[src/rtl/music_seq.sv]
// Note-table music sequencer: per-note period division, PWM tone, tempo-scaled length, articulation gap.
// Define MUSIC_SEQ_LOOP_EN to make the sequence restart from note 0 after each done pulse.
module music_seq #(
  parameter int CLK_FREQ  = 50000000,
  parameter int DEPTH     = 32,
  parameter int IDX_W     = 5,
  parameter int GAP_TICKS = 1000
) (
  input  logic             clk,
  input  logic             rst,
  input  logic             start,
  input  logic             stop,
  input  logic [31:0]      unit_ticks,
  input  logic [1:0]       vol,
  input  logic [IDX_W-1:0] last_idx,
  input  logic             wr_en,
  input  logic [IDX_W-1:0] wr_addr,
  input  logic [11:0]      wr_freq,
  input  logic [7:0]       wr_len,
  output logic             music,
  output logic             busy,
  output logic [IDX_W-1:0] note_idx,
  output logic             done
);
  typedef enum logic [2:0] {IDLE, LOAD, PLAY, GAP, DONE} state_t;
  localparam logic [IDX_W-1:0] LAST_MAX = IDX_W'(DEPTH - 1);

  state_t state, state_nxt;

  logic [11:0] freq_mem [DEPTH];
  logic [7:0]  len_mem  [DEPTH];

  logic [11:0] freq_r;
  logic [7:0]  len_r;
  logic [11:0] rem;
  logic [31:0] quo;
  logic [5:0]  cnt;
  logic [31:0] period, duty, target, pwm, dur;

  // Table has no reset so contents survive rst; rst still blocks writes.
  always_ff @(posedge clk)
    if (!rst && wr_en && (32'(wr_addr) < 32'(DEPTH))) begin
      freq_mem[wr_addr] <= wr_freq;
      len_mem[wr_addr]  <= wr_len;
    end

  // One restoring-divider step: remainder stays below the 12-bit divisor.
  logic [12:0] rem_sh;
  logic        ge;
  logic [11:0] rem_dif, rem_nxt;
  logic [31:0] quo_nxt, per_c, duty_c, ut_e, tgt_c;
  logic [7:0]  len_e;
  logic [39:0] prod;
  logic [IDX_W-1:0] last_eff;
  logic play_end, gap_end, load_end, last_note;

  always_comb begin
    rem_sh   = {rem, quo[31]};
    ge       = rem_sh >= {1'b0, freq_r};
    rem_dif  = rem_sh[11:0] - freq_r;
    rem_nxt  = ge ? rem_dif : rem_sh[11:0];
    quo_nxt  = {quo[30:0], ge};
    per_c    = (quo_nxt < 32'd2) ? 32'd2 : quo_nxt;
    duty_c   = per_c >> (3'(vol) + 3'd1);
    len_e    = (len_r == 8'd0) ? 8'd1 : len_r;
    ut_e     = (unit_ticks == 32'd0) ? 32'd1 : unit_ticks;
    prod     = 40'(len_e) * 40'(ut_e);
    tgt_c    = (|prod[39:32]) ? 32'hFFFF_FFFF : prod[31:0];
    last_eff = (32'(last_idx) >= 32'(DEPTH)) ? LAST_MAX : last_idx;
    load_end  = cnt == 6'd32;
    play_end  = ({1'b0, dur} + 33'd1) >= {1'b0, target};
    gap_end   = dur >= 32'(GAP_TICKS - 1);
    last_note = note_idx == last_eff;
  end

  always_ff @(posedge clk)
    if (rst) state <= IDLE;
    else     state <= state_nxt;

  always_comb begin
    state_nxt = state;
    if (stop) state_nxt = IDLE;
    else
      case (state)
        IDLE: if (start) state_nxt = LOAD;
        LOAD: if (load_end) state_nxt = PLAY;
        PLAY: if (play_end)
                state_nxt = (GAP_TICKS != 0) ? GAP : (last_note ? DONE : LOAD);
        GAP:  if (gap_end) state_nxt = last_note ? DONE : LOAD;
`ifdef MUSIC_SEQ_LOOP_EN
        DONE: state_nxt = LOAD;
`else
        DONE: state_nxt = IDLE;
`endif
        default: state_nxt = IDLE;
      endcase
  end

  always_comb begin
    music = (state == PLAY) && (freq_r != 12'd0) && (pwm < duty);
    busy  = state != IDLE;
    done  = state == DONE;
  end

  always_ff @(posedge clk)
    if (rst) begin
      freq_r <= '0; len_r <= '0; rem <= '0; quo <= '0; cnt <= '0;
      period <= '0; duty <= '0; target <= '0; pwm <= '0; dur <= '0;
      note_idx <= '0;
    end else begin
      cnt <= (state == LOAD && state_nxt == LOAD) ? cnt + 6'd1 : 6'd0;
      case (state)
        LOAD:
          if (cnt == 6'd0) begin
            freq_r <= freq_mem[note_idx];
            len_r  <= len_mem[note_idx];
            rem    <= '0;
            quo    <= 32'(CLK_FREQ);
          end else begin
            rem <= rem_nxt;
            quo <= quo_nxt;
            if (load_end) begin
              period <= per_c;
              duty   <= duty_c;
              target <= tgt_c;
              pwm    <= '0;
              dur    <= '0;
            end
          end
        PLAY: begin
          pwm <= (pwm >= period - 32'd1) ? 32'd0 : pwm + 32'd1;
          dur <= play_end ? 32'd0 : ((&dur) ? dur : dur + 32'd1);
        end
        GAP: dur <= (&dur) ? dur : dur + 32'd1;
        default: ;
      endcase
      if (state_nxt == LOAD && state != LOAD)
        note_idx <= (state == PLAY || state == GAP) ? note_idx + 1'b1 : '0;
    end
endmodule

[config.mk]
export PLATFORM = sky130hd
export DESIGN_NAME = music_seq
export DESIGN_NICKNAME = d
export VERILOG_FILES = /design/src/rtl/music_seq.sv
export SDC_FILE = /design/constraint.sdc
export NUM_CORES = 2
export LEC_CHECK = 0
export CAP_MARGIN = 20
export CORE_MARGIN = 1
export CORE_UTILIZATION = 40
export CTS_CLUSTER_DIAMETER = 50
export CTS_CLUSTER_SIZE = 12
export DETAILED_ROUTE_END_ITERATION = 10
export SYNTH_ARGS = -nofsm -noshare
export SYNTH_HDL_FRONTEND = slang
export SYNTH_SLANG_ARGS = --single-unit
[constraint.sdc]
create_clock -name clk -period 6.5 [get_ports clk]
set_input_delay 0.975 -clock clk [delete_from_list [all_inputs] [get_ports clk]]
set_output_delay 0.975 -clock clk [all_outputs]
set_load 0.1 [all_outputs]
Word level (Yosys, flattened, before mapping)
Memory sizes are Yosys's and may differ from the RTL's. A register that Yosys moved wholly into a read port is not among the register bits.
Cells that the tools add are included.
Storage, ports and cells
  input port bits: 69
  flip-flop bits (word level): 218
  word-level logic and storage cells: 86
  memories kept: 2
  output and inout bits: 8
  memory bits (writable): 640
Operators by class
  bitwise gates (word level): 2
  multiply operators: 1
  magnitude comparators: 6
  shifts and indexed selects: 1
  equality and inequality tests: 10
  add/subtract/negate cells: 8
  muxes and demuxes: 24
  reductions and logical operators: 22
Memory list
  freq_mem: depth 32, bits a word 12, rd ports 1, clocked after Yosys merged registers in 1, write ports 1, line 30  | logic [11:0] freq_mem [DEPTH];
  len_mem: depth 32, bits a word 8, rd ports 1, clocked after Yosys merged registers in 1, write ports 1, line 31  | logic [7:0] len_mem [DEPTH];
Operators with widths (number)
  32-bit 2-to-1 mux: 9
  32-bit one-hot mux with 3 select lines: 1
  32-bit by 1-bit adder with 32-bit output, second input constant: 2
  32-bit one-hot mux with 2 select lines: 1
  8-bit by 32-bit multiplier with 40-bit output: 1
  32-bit by 1-bit adder with 33-bit output, second input constant: 1
  33-bit by 32-bit greater-or-equal comparator with 1-bit output: 1
  32-bit by 10-bit greater-or-equal comparator with 1-bit output, second input constant: 1
  32-bit greater-or-equal comparator: 1
  32-bit logical NOT: 1
  32-bit by 2-bit < comparator with 1-bit output, second input constant: 1
  32-bit < comparator: 1
  32-bit AND reduction: 1
  32-bit by 3-bit right shift with 32-bit output: 1
  32-bit by 1-bit subtractor with 32-bit output, second input constant: 1
  12-bit 2-to-1 mux: 2
  3-bit 2-to-1 mux: 6
  13-bit by 12-bit greater-or-equal comparator with 1-bit output: 1
  3-bit one-hot mux with 4 select lines: 1
  12-bit nonzero test: 1
  12-bit subtractor: 1
  3-bit AND reduction: 3
  8-bit logical NOT: 1
  8-bit 2-to-1 mux: 1
  other kinds (23): 33

Depth between registers and ports, before layout
  depth in word-level cells: 9
  depth in mapped cells: 24
  gate-level depth less buffers: 22

Worst setup path after synthesis
No wires, ideal clock.
  kind: input to register
  start: input port unit_ticks[25]
  end: register target[21]
  buffers on the path: 2
  setup time: 0.152 ns
  required time: 6.348 ns
  data arrival time: 6.719 ns
  path slack: -0.370 ns
  stages on the path: 22
  path through: clkbuf_1 nor4_1 nand4_1 o21bai_1 nand2_1 fa_1 fa_1 inv_1 fa_1 inv_1 fa_1 inv_1 ha_1 or3_4 o21ai_4 o21ai_4 a31oi_4 mux2_2 a2111o_1 a2111oi_4 buf_6 a221oi_2
Between the ends
  longest elaborated chain between the ends: 5
Ends and longest elaborated chain
  start, declared: line 13  | input logic [31:0] unit_ticks,
  32-bit logical NOT: line 66  | ut_e = (unit_ticks == 32'd0) ? 32'd1 : unit_ticks;
  32-bit 2-to-1 mux (*): line 66
  8-bit by 32-bit multiplier with 40-bit output (*): line 67  | prod = 40'(len_e) * 40'(ut_e);
  8-bit OR reduction: line 68  | tgt_c = (|prod[39:32]) ? 32'hFFFF_FFFF : prod[31:0];
  32-bit 2-to-1 mux (*): line 68
  end signal, assigned: line 125  | target <= tgt_c;
  end, declared: line 38  | logic [31:0] period, duty, target, pwm, dur;
Mark *: on every way between the ends. The rest lies on a longest branch, timed or not.
A chain may end at the register's enable or synchronous reset.

Final worst setup path
  start: input port unit_ticks[3]
  end: register target[11]
Same word-level chain as after synthesis.

==> flow_metrics.tcl <==
set metrics [dict create \
    stdcell_count 5433 \
    synth_top_family_by_area "adder cells" \
    slew_viol_final 0 \
    critical_path_buf_inv_count 7 \
    worst_pin_slew_ns 1.09 \
    grt_max_degree 116 \
    synth_mux_area_frac 0.118 \
    area_growth_pct 16.5 \
    crit_chain "clkdlybuf4s50_1 -> buf_4 -> and2_1 -> fa_1 -> fa_1 -> fa_1 -> inv_1 -> fa_1 -> inv_1 -> ha_1 -> a21o_1 -> or3_4 -> o21ai_4 -> o21ai_4 -> a31oi_4 -> mux2_4 -> a2111o_1 -> a2111oi_4 -> buf_4 -> buf_4 -> buf_12 -> a221oi_2" \
    synth_flop_cell "edfxtp_1" \
    fmax_ghz 0.159 \
    wl_per_cell_um 20.0 \
    slew_headroom 0.268 \
    io_pins 77 \
    hold-worst-slack_ns 0.448 \
    synth_compound_area_frac 0.0749 \
    synth-simple-area-share 0.110 \
    synth-xor-area-share 0.0206 \
    rr_worst_depth 21 \
    cap_violations 0 \
    fin_crit_sh 0.966 \
    die_h_um 344 \
    yosysTopAreaCell "edfxtp_1" \
    crit_arrival_ns 6.78 \
    cts_tree "built" \
    root_buffer "clkbuf_16" \
    die-width_um 344 \
    drc 0 \
    async_flop_share 0 \
    overflow 0 \
    crit_required_ns 7.00 \
    place_congestion 0.826 \
    port_buffers 76 \
    seq_area_frac_synth 0.514 \
    reg2reg_from "len_r[4]" \
    endpoint_kind "register" \
    post_route_cells_drive_above_1_share 0.196 \
    dr.first_iter.drc_count 2040 \
    final_common_cell "edfxtp_1" \
    min_to "duty[14]" \
    synth_nets 4022 \
    avgSynthCellArea_um2 13.0 \
    coreArea_mm2 0.115 \
    synth_edf_count 640 \
    grtUsageTotal 0.190 \
    hold_start "duty[14]" \
    vias 29200 \
    syn_area_mm2 0.0467 \
    crit_path_frequent_cell "fa_1" \
    grt_pass1_vias 30000 \
    ant_nets 0 \
    rr_endpoint "target[11]" \
    dp.cells 5236 \
    synth_area_leaders "edfxtp_1, mux4_2, dfxtp_1" \
    drt-pass1-iter-count 6 \
    cellLeakagePower_nw 19.7 \
    cts_buffer_depth 3 \
    clk_pin_slew_worst_paths_ns 0.06 \
    vias_per_cell 5.37 \
    period_minus_slack_ns 6.28 \
    status "finished, final reports clean" \
    fin_nets 4279 \
    grt_pass1_wl_mm 174 \
    numCtsBuffers 101 \
    ff2ff_setup_slack_ns 0.42 \
    mostFrequentLayoutCells "edfxtp_1, nand2_1, inv_1, dfxtp_1, and2_1" \
    start_util 0.406 \
    startpoint_type "primary input" \
    cp_top_family "adder cells" \
    finalHoldViolCount 0 \
    synth_adder_area_share 0.124 \
    whs_path_depth 2 \
    clock-sinks 877 \
    clock_latency_ns 0.70 \
    cp_slowest_stage_delay_ns 0.58 \
    fillCellCount 10100 \
    min-delay-path-class "register to register" \
    yosys_register_bits 877 \
    power.density_mw_per_mm2 249 \
    hold_buffers 0 \
    crit_type "primary input to register" \
    synthCells 3600 \
    rows 124 \
    cts_max_level 3 \
    setup_viol 0 \
    crit_fanout 8 \
    cp_slowest_cell "fa_1" \
    place_hpwl_mm 73.1 \
    yosys.area.top_type_share 0.412 \
    wirelength_mm 109 \
    ir_drop_uv 226 \
    dieArea_mm2 0.118 \
    yosys_warnings 0 \
    antenna_found_initial 5 \
    finClkSkew_ns 0.0539 \
    yosysUniqueCellTypes 84 \
]
-- cell usage after synthesis (33+ instances only) --
library cell / n
fa_1: 181
ha_1: 172
nor3_1: 36
a21oi_1: 137
and2_1: 232
nand2_1: 313
nor2_1: 193
clkbuf_1: 131
o21ai_0: 106
mux4_2: 227
dfxtp_1: 237
inv_1: 299
mux2i_1: 37
edfxtp_1: 640
xnor2_1: 67
nand3_1: 58
nor4_1: 39
nand4_1: 42
a211oi_1: 33
xor2_1: 43
-- layer usage --
metal	track usage	vias to the layer above	part of all wire
met5	0	-	0.000083
met4	0.0596	2	0.023
met3	0.0300	152	0.051
met2	0.306	614	0.48
met1	0.264	14700	0.45
li1	-	13700	-
-- area by class of cell --
class | instances | area, µm² | share of cell area
antenna | 5 | 12.5 | 0.000230
multi-input combinational | 2252 | 21200 | 0.389
timing repair buffer | 325 | 3020 | 0.0555
clock buffer | 117 | 2640 | 0.0486
tap | 1512 | 1890 | 0.0348
clock inverter | 45 | 513 | 0.00944
inverter | 300 | 1130 | 0.0207
sequential | 877 | 24000 | 0.441
-- tightest hold or removal path: cells and delay by family, from the launching register on --
kind / cells / cell delay (ns)
flip-flops: 1 / 0.31
AND/OR/NAND/NOR: 1 / 0.05
AO/OA/AOI/OAI: 1 / 0.05
-- report_power, final --
part	internal [mW]	total, mW	switching (mW)
Sequential	6.04	6.06	0.0262
Clock	3.12	5.42	2.31
Combinational	0.909	2.03	1.12
Total	10.1	13.5	3.45
-- worst max-delay path by stage --
stage	from	end	slack, ns	cells past startpoint
3_5_place_dp	unit_ticks[7]	target[31]	-1.24	25
3_3_place_gp	unit_ticks[7]	target[31]	-1.34	24
2_1_floorplan	unit_ticks[26]	target[21]	0.04	22
4_1_cts	unit_ticks[15]	target[11]	0.007	22
6_report	unit_ticks[3]	target[11]	0.22	22
5_1_grt	unit_ticks[8]	target[12]	-0.003	27
-- stage by stage --
step	util	setup slack [ns]	cell area, µm²	total power [mW]	TNS (ns)
4_1_cts	0.469	0.00665	53900	13.6	0
5_1_grt	0.473	-0.00305	54300	14.1	-0.00555
3_5_place_dp	0.439	-1.24	50500	8.18	-38.07
3_3_place_gp	0.439	-1.34	50500	8.17	-41.82
2_1_floorplan	-	0.0359	46700	7.32	0
6_report	0.473	0.219	54300	13.5	0
-- registers in the layout, summed over array words and instances (netlist names) --
name      count
freq_mem    384
len_mem     256
dur          32
period       32
pwm          32
quo          32
target       32
duty         31
freq_r       12
rem          12
len_r         8
cnt           6
note_idx      5
state         3
-- what timing repair did --
action | in CTS | in global routing
pin swaps | 26 | 31
setup endpoints to repair | 32 | 32
resized for setup | 40 | 21
endpoints found under the hold margin | 0 | 0
gates cloned | 3 | 0
setup buffers | 7 | 3
-- cell families after synthesis --
group / Yosys count
buffers and inverters: 471
AOI/OAI and AO/OA: 497
DFF: 877
muxes: 265
and+or+nand+nor: 1027
adders and majority gates: 353
xor gates and xnor gates: 110
(Power assumes the default switching activity.)
